File: src/rtl/serial_twos_comp_unit.sv
// serial_twos_comp_unit: bit-serial LSB-first pass/negate/abs unit with one-word buffering
module serial_twos_comp_unit #(
  parameter int WIDTH      = 8,
  parameter bit AUTO_FRAME = 1'b0
) (
  input  logic       t_clk,
  input  logic       r,
  input  logic       i_valid,
  input  logic       i,
  input  logic       i_first,
  input  logic [1:0] mode,
  output logic       y,
  output logic       y_valid,
  output logic       y_first,
  output logic       y_last,
  output logic       ovf,
  output logic       frame_err
);
  localparam int CW = $clog2(WIDTH + 1);
  typedef enum logic {WAIT_FIRST, RECV} in_state_t;
  typedef enum logic {OUT_IDLE, OUT_SEND} out_state_t;
  in_state_t        in_state_q, in_state_d;
  out_state_t       out_state_q, out_state_d;
  logic [WIDTH-2:0] sreg_q, sreg_d;
  logic [CW-1:0]    cnt_q, cnt_d, ocnt_q, ocnt_d;
  logic [1:0]       mode_q, mode_d;
  logic             done_q, done_d, fe_q, fe_d;
  logic [WIDTH-1:0] oreg_q, oreg_d, word;
  logic             neg_q, neg_d, seen_q, seen_d, ovf_q, ovf_d;
  logic             start, restart, shift, xfer, olast;
  always_ff @(posedge t_clk) begin
    if (r) begin
      in_state_q  <= WAIT_FIRST;
      out_state_q <= OUT_IDLE;
      sreg_q      <= '0;
      cnt_q       <= '0;
      ocnt_q      <= '0;
      mode_q      <= '0;
      done_q      <= 1'b0;
      fe_q        <= 1'b0;
      oreg_q      <= '0;
      neg_q       <= 1'b0;
      seen_q      <= 1'b0;
      ovf_q       <= 1'b0;
    end else begin
      in_state_q  <= in_state_d;
      out_state_q <= out_state_d;
      sreg_q      <= sreg_d;
      cnt_q       <= cnt_d;
      ocnt_q      <= ocnt_d;
      mode_q      <= mode_d;
      done_q      <= done_d;
      fe_q        <= fe_d;
      oreg_q      <= oreg_d;
      neg_q       <= neg_d;
      seen_q      <= seen_d;
      ovf_q       <= ovf_d;
    end
  end
  // The incoming bit completes the word; earlier bits were shifted in from the top.
  assign word    = {i, sreg_q};
  assign start   = i_valid && in_state_q == WAIT_FIRST && (i_first || (AUTO_FRAME && done_q));
  assign restart = i_valid && in_state_q == RECV && i_first;
  assign shift   = i_valid && in_state_q == RECV && !i_first;
  assign xfer    = shift && cnt_q == CW'(WIDTH - 1);
  assign olast   = out_state_q == OUT_SEND && ocnt_q == CW'(WIDTH - 1);
  always_comb begin
    in_state_d = in_state_q;
    sreg_d     = sreg_q;
    cnt_d      = cnt_q;
    mode_d     = mode_q;
    done_d     = done_q | xfer;
    fe_d       = restart;
    if (start || restart) begin
      in_state_d = RECV;
      sreg_d     = word[WIDTH-1:1];
      cnt_d      = CW'(1);
      mode_d     = i_first ? mode : mode_q;
    end else if (shift) begin
      in_state_d = xfer ? WAIT_FIRST : RECV;
      sreg_d     = word[WIDTH-1:1];
      cnt_d      = xfer ? '0 : cnt_q + CW'(1);
    end
  end
  // A transfer on the last output cycle reloads the shifter so words stream without a gap.
  always_comb begin
    out_state_d = out_state_q;
    oreg_d      = oreg_q;
    ocnt_d      = ocnt_q;
    neg_d       = neg_q;
    seen_d      = seen_q;
    ovf_d       = ovf_q;
    if (xfer) begin
      out_state_d = OUT_SEND;
      oreg_d      = word;
      ocnt_d      = '0;
      neg_d       = mode_q == 2'b01 || (mode_q == 2'b10 && word[WIDTH-1]);
      seen_d      = 1'b0;
      ovf_d       = (mode_q[0] ^ mode_q[1]) && word == {1'b1, {(WIDTH-1){1'b0}}};
    end else if (out_state_q == OUT_SEND) begin
      out_state_d = olast ? OUT_IDLE : OUT_SEND;
      oreg_d      = oreg_q >> 1;
      ocnt_d      = olast ? '0 : ocnt_q + CW'(1);
      seen_d      = seen_q | oreg_q[0];
    end
  end
  always_comb begin
    y_valid   = out_state_q == OUT_SEND;
    y         = y_valid & (oreg_q[0] ^ (neg_q & seen_q));
    y_first   = y_valid && ocnt_q == '0;
    y_last    = olast;
    ovf       = olast & ovf_q;
    frame_err = fe_q;
  end
endmodule
File: config.mk
export PLATFORM = sky130hd
export DESIGN_NAME = serial_twos_comp_unit
export DESIGN_NICKNAME = d
export VERILOG_FILES = /design/src/rtl/serial_twos_comp_unit.sv
export SDC_FILE = /design/constraint.sdc
export NUM_CORES = 1
export LEC_CHECK = 0
export ABC_AREA = 1
export CAP_MARGIN = 20
export CORE_MARGIN = 1.5
export CORE_UTILIZATION = 50
export CTS_BUF_LIST = sky130_fd_sc_hd__clkbuf_16
export CTS_CLUSTER_DIAMETER = 200
export DETAILED_ROUTE_END_ITERATION = 7
export GPL_TIMING_DRIVEN = 0
export PLACE_DENSITY = 0.79
export SETUP_SLACK_MARGIN = 0.02
export SLEW_MARGIN = 40
export SYNTH_ARGS = -nofsm -noshare
export SYNTH_HDL_FRONTEND = slang
export SYNTH_SLANG_ARGS = --single-unit
export TNS_END_PERCENT = 30
File: constraint.sdc
create_clock -name t_clk -period 1.4 [get_ports t_clk]
set_clock_uncertainty 0.15 [all_clocks]
set_input_delay 0.21 -clock t_clk [delete_from_list [all_inputs] [get_ports t_clk]]
set_output_delay 0.21 -clock t_clk [all_outputs]
set_load 0.02 [all_outputs]
==> impl_metrics.ini, run 1 <==
[place]
place_ws_ns = -0.458
place_hpwl_um = 2350
finalWeightedCongestion = 0.822
numPortBuffers = 11
place_area_sq_um = 1660
dp.cells = 240

[floorplanning]
die_x_um = 57.1
core_area_sq_um = 2760
die-area_sq_um = 3260
io_pins = 13
fp.dieH_um = 57.1
rows = 19
start_util = 0.530

[status]
status = finished, violations left
violations = negative setup slack

[finish]
final_area_sq_um = 2070
area_growth_pct = 41.3
instances_no_fill = 264
fin_nets = 244
diodes = 0
seqCellArea_sq_um = 636
multiInputGateArea_sq_um = 832
post-route-util = 0.750
layout-drive-gt1-share = 0.283
fillCellCount = 178

[synth]
synth_edf_count = 0
syn_area_per_cell_sq_um = 7.39
synthDistinctLibCells = 22
synth_warnings = 0
yosysSeqAreaShare = 0.424
synth_seq_cells = 31
synth_top_flop_cell = dfxtp_1
syn-num-nets = 210
yosys.area.top_type_share = 0.424
synth_area_sq_um = 1460
synth_commonest_cells = nand2_1, dfxtp_1, a21oi_1
synth_top_cell_by_area = dfxtp_1
async_reset_ff_frac = 0
synth_most_common_cell = nand2_1
synthTopCellsByArea = dfxtp_1, nand2_1, a21oi_1, nand3_1, inv_1
synth_cells = 198

[global_routing]
grt_pass1_wl_um = 6150
grt_start_max_net_pins = 11
antenna_found_initial = 0
grt_pass1_vias = 1428
overflow = 0
track_usage = 0.241

[clocking]
cts_sinks = 31
cts_tree = done
clk_pin_slew_worst_paths_ns = 0.05
cts_buffers = 5
clk_root_buffer_cell = clkbuf_16
holdBufCountCts = 0
h-tree-depth = 2
worstSkewPairLatency_ns = 0.27
clockBufferDepth = 2

[power_and_ir_drop]
seq_power_share = 0.404
leakage_uw = 0.000897
power_density_nw_per_um2 = 1110
vdd_drop_max_uv = 1550
sw_frac_of_total = 0.213
pwr-share-comb = 0.074
internal_power_uw = 1810
clkPwrFrac = 0.521
net-switching-power_uw = 488

[job]
drv_cap = 0

[detailed_routing]
postRouteAntennaNets = 0
drcViolationCount = 0
viasPerCell = 5.58
drtPass1Iterations = 4
dr_total_vias = 1473
avgRoutedWirePerCell_um = 14.3
routed_wl_um = 3780
drt_iter0_markers = 67

[setup_path]
start_kind = flop
crit_type = reg -> out
endpoint_kind = output pin
required_ns = 1.04
arrival_ns = 1.20
critical-path-max-stage-delay_ns = 0.36
crit_fanout = 3
path_cells = inv_2 > ha_4 > nand2_2 > nor3_4 > buf_6
slowest_stage = dfxtp_4
path_buf_inv = 2
cp_top_family = flip-flops

[timing]
rsz0062_at_grt = true
fin_crit_ns = 1.56
worst_slew_margin_rel = 0.605
setup_viol = 14
drv_slew = 0
hold_viol_final = 0
fin_ws_ns = -0.161
worst_slew_pin_slew_ns = 0.592
post-route-period-util = 1.12
fmax_mhz = 641

[hold_path]
min-delay-path-class = in -> reg
area by class of cell:
type	instances	share of cell area
Clock buffer	5	0.0605
Timing Repair Buffer	27	0.116
Inverter	23	0.0430
Multi-Input combinational cell	136	0.403
Clock inverter	3	0.0188
Sequential cell	31	0.308
Tap cell	31	0.0188
Buffer	8	0.0333
through the flow:
stage / power [uW] / TNS, ns / hold WS, ns
2_1_floorplan: 1050 / 0 / 0.199
3_5_place_dp: 1100 / -10.05 / 0.318
3_3_place_gp: 1090 / -8.91 / 0.309
6_report: 2290 / -0.670 / 0.142
5_1_grt: 2370 / -1.51 / 0.162
4_1_cts: 2290 / -0.436 / 0.163
registers in the layout (all words and copies together), names as in the netlist:
| register | cells |
|---|---|
| oreg_q | 8 |
| sreg_q | 7 |
| cnt_q | 4 |
| ocnt_q | 4 |
| mode_q | 2 |
| frame_err | 1 |
| in_state_q | 1 |
| neg_q | 1 |
| ovf_q | 1 |
| seen_q | 1 |
| y_valid | 1 |
routing by layer:
layer | part of all wire | global-route usage | vias to the layer above
met2 | 0.54 | 0.443 | 53
met4 | 0.017 | 0.0930 | 0
li1 | - | - | 719
met3 | 0.046 | 0.0680 | 8
met5 | 0 | 0 | -
met1 | 0.40 | 0.260 | 693
final timing paths:
check,from,end,slack (ns),cells after the start
min reg2reg,oreg_q[1],oreg_q[1],0.34,2
max reg2reg,cnt_q[0],oreg_q[0],-0.07,8
max,ocnt_q[1],y_first,-0.16,5
min,r,oreg_q[3],0.14,2
power groups by stage:
stage                     logic, uW  clock network (uW)  registers, uW
final                           170                1200            927
after global routing            191                1250            929
after CTS                       159                1210            928
after detailed placement        147                   0            950
after global placement          140                   0            948
after floorplan                99.7                   0            946
cells in the final DEF (no fill, tap or decap), types with 2 or more instances in the layout:
cell / synthesis / layout
nand2_4: 2 / 5
buf_6: 2 / 8
buf_4: 0 / 16
nand2_1: 39 / 34
a21oi_1: 28 / 24
o21ai_1: 8 / 8
clkbuf_1: 2 / 2
dlygate4sd2_1: 0 / 4
dfxtp_1: 31 / 25
nand3_1: 25 / 21
a21oi_2: 0 / 4
ha_1: 5 / 2
nand3_2: 0 / 3
clkbuf_16: 0 / 5
dfxtp_4: 0 / 3
ha_4: 0 / 3
clkinv_1: 1 / 2
nor2_1: 12 / 11
clkdlybuf4s50_1: 0 / 3
nor3_1: 4 / 3
inv_1: 22 / 20
nand2_2: 2 / 4
nor3b_1: 3 / 2
o21ai_0: 3 / 3
dfxtp_2: 0 / 3
cell families after synthesis:
logic type | after synthesis | synth area share
simple gates | 89 | 0.291
flops | 31 | 0.424
buf+inv | 31 | 0.0932
compound gates | 42 | 0.149
fa+ha+maj | 5 | 0.0428
repair_timing:
item,in CTS,in global routing
gates resized for setup,47,12
cloned,1,0
endpoints found under the setup margin,28,18
pin swaps,8,9
setup buffers,9,6
(Power assumes the default switching activity.)
==> run 2: changes to the inputs <==
ABC_AREA = default   (was 1)
HOLD_SLACK_MARGIN = 0.02   (was default)
PLACE_DENSITY = 0.8   (was 0.79)
SLEW_MARGIN = 0   (was 40)
==> run 2 against run 1 <==
The run still ends with negative setup slack left; largest cell class unchanged; highest routed layer unchanged; maximum frequency down 6.6%; largest power group unchanged; critical path type unchanged; register-to-register slack is essentially flat; first-iteration DRC count shrank 40%; setup slack worse by 0.11 ns; routed wire length shrank 7.2%; global-route usage decreased by 0.41 points; synthesized cell count shrank 22%.
==> impl_metrics.ini, run 2 <==
[status]
status = finished, violations left
violations = negative setup slack

[setup_path]
start_kind = flop
required_ns = 1.04
r2r-start = cnt_q[1]
r2r_cells = 5
crit-reg2reg-capture = neg_q
crit_fanout = 4
arrival_ns = 1.31
crit_type = reg -> out
endpoint_kind = output pin
ff2ff_setup_slack_ns = -0.08

[place]
finalWeightedCongestion = 0.814
dp.cells = 195
place_hpwl_um = 2140
numPortBuffers = 10
place_area_sq_um = 1620

[power_and_ir_drop]
power_density_nw_per_um2 = 989
internal_power_uw = 1580
pwr-share-comb = 0.057
leakage_uw = 0.000762
sw_frac_of_total = 0.218
vdd_drop_max_uv = 1290
seq_power_share = 0.449
power_uw = 2010
clkPwrFrac = 0.494
net-switching-power_uw = 438

[finish]
final_cell_mix = dfxtp_1, mux2i_1, buf_4
top_register = oreg_q
top_regs = oreg_q x8, sreg_q x7
diodes = 0
area_growth_pct = 42.8
final_area_sq_um = 2040
fillCellCount = 182
instances_no_fill = 216
layout-drive-gt1-share = 0.357
fin_nets = 196
largest_register_ffs = 8
post-route-util = 0.745
layout_commonest_cell = dfxtp_1

[global_routing]
antenna_found_initial = 0
grt_pass1_wl_um = 5690
track_usage = 0.237
grt_start_max_net_pins = 11
grt_pass1_vias = 1290
overflow = 0

[synth]
synth_top_flop_cell = dfxtp_1
synthTopCellsByArea = dfxtp_1, mux2i_1, a211oi_1, ha_1, a21oi_1
synth_commonest_cells = dfxtp_1, mux2i_1, a21oi_1, nor3_1, a211oi_1
synth_most_common_cell = dfxtp_1
yosysSeqAreaShare = 0.435
synth_cells = 154
synth_edf_count = 0
async_reset_ff_frac = 0
synth_seq_cells = 31
synth_area_sq_um = 1430
synth_warnings = 0
yosys.area.top_type_share = 0.435
synthDistinctLibCells = 34
syn_area_per_cell_sq_um = 9.25
synth_top_cell_by_area = dfxtp_1
syn-num-nets = 166

[timing]
rsz0062_at_grt = true
hold_viol_final = 0
post-route-period-util = 1.19
worst_slew_pin_slew_ns = 0.485
fmax_mhz = 598
fin_ws_ns = -0.271
drv_slew = 0
fin_crit_ns = 1.67
setup_viol = 14
worst_slew_margin_rel = 0.676

[floorplanning]
die_x_um = 56.4
die-area_sq_um = 3180
io_pins = 13
start_util = 0.521
core_area_sq_um = 2730
fp.dieH_um = 56.4
rows = 19

[clocking]
clk_pin_slew_worst_paths_ns = 0.05
cts_tree = done
clockBufferDepth = 2
h-tree-depth = 2
clk_root_buffer_cell = clkbuf_16
worstSkewPairLatency_ns = 0.28
cts_sinks = 31
cts_buffers = 5

[hold_path]
holdPathEnd = mode_q[0]
hp-start = i_first
hold_depth = 3
min-delay-path-class = in -> reg

[detailed_routing]
viasPerCell = 5.99
dr_total_vias = 1294
avgRoutedWirePerCell_um = 16.2
drt_iter0_markers = 40
drtPass1Iterations = 4
drcViolationCount = 0
routed_wl_um = 3500
postRouteAntennaNets = 0

[job]
drv_cap = 0
==> run 2: layer usage <==
layer	part of all wire	track usage	vias to the layer above	routed length, um
li1	-	-	619	-
met1	0.41	0.252	635	1420
met2	0.53	0.397	33	1860
met3	0.049	0.0945	7	173
met4	0.015	0.136	0	53
met5	0	0	-	0
==> run 2: final cells by class <==
type	count	area, sq um	share of cell area
clock inverter	3	11.3	0.00553
multi-input combinational	108	910	0.447
inverter	5	18.8	0.00922
buffer	10	86.3	0.0424
timing repair buffer	23	204	0.100
clock buffer	5	125	0.0615
tap	31	38.8	0.0191
sequential	31	642	0.315
==> run 2: worst max-delay path, stage by stage (launching register included) <==
cell	delay, ns
dfxtp_4	0.37
ha_4	0.15
nand2_4	0.06
nor3b_4	0.18
and2_4	0.16
buf_6	0.10
==> run 2: repair_timing <==
action,in CTS,in global routing
hold buffers,0,0
endpoints found under the setup margin,32,28
pin swaps,7,9
gates cloned,1,0
buffers inserted,9,3
resized for setup,51,30
==> run 2: cells by family after synthesis <==
family	count (synthesis)	synth area share
mux	15	0.105
flops	31	0.435
xor+xnor	2	0.0123
fa+ha+maj	5	0.0439
simple gates	54	0.211
compound gates	32	0.139
buf+inv	15	0.0536
==> run 2: power by group through the flow <==
stage          logic [uW]  clock network (uW)  registers (uW)
2_1_floorplan        62.0                   0             921
3_3_place_gp         89.6                   0             922
3_5_place_dp         92.6                   0             924
4_1_cts              97.8                1020             904
5_1_grt               125                1060             903
6_report              115                 995             903
==> run 2: through the flow <==
step / worst slack, ns / hold slack, ns / TNS, ns
floorplan: -0.0730 / 0.204 / -0.143
global placement: -0.525 / 0.317 / -5.71
detailed placement: -0.552 / 0.328 / -7.12
CTS: -0.273 / 0.0646 / -0.766
global route: -0.322 / 0.0713 / -2.05
finish: -0.271 / 0.0771 / -1.11
==> run 2: how the worst max path moves through the flow <==
stage / from / endpoint / slack (ns)
6_report: ocnt_q[0] / ovf / -0.27
5_1_grt: ocnt_q[0] / ovf / -0.32
3_5_place_dp: y_valid / y_first / -0.55
2_1_floorplan: ocnt_q[1] / ovf / -0.07
3_3_place_gp: y_valid / y_first / -0.52
4_1_cts: ocnt_q[0] / ovf / -0.27
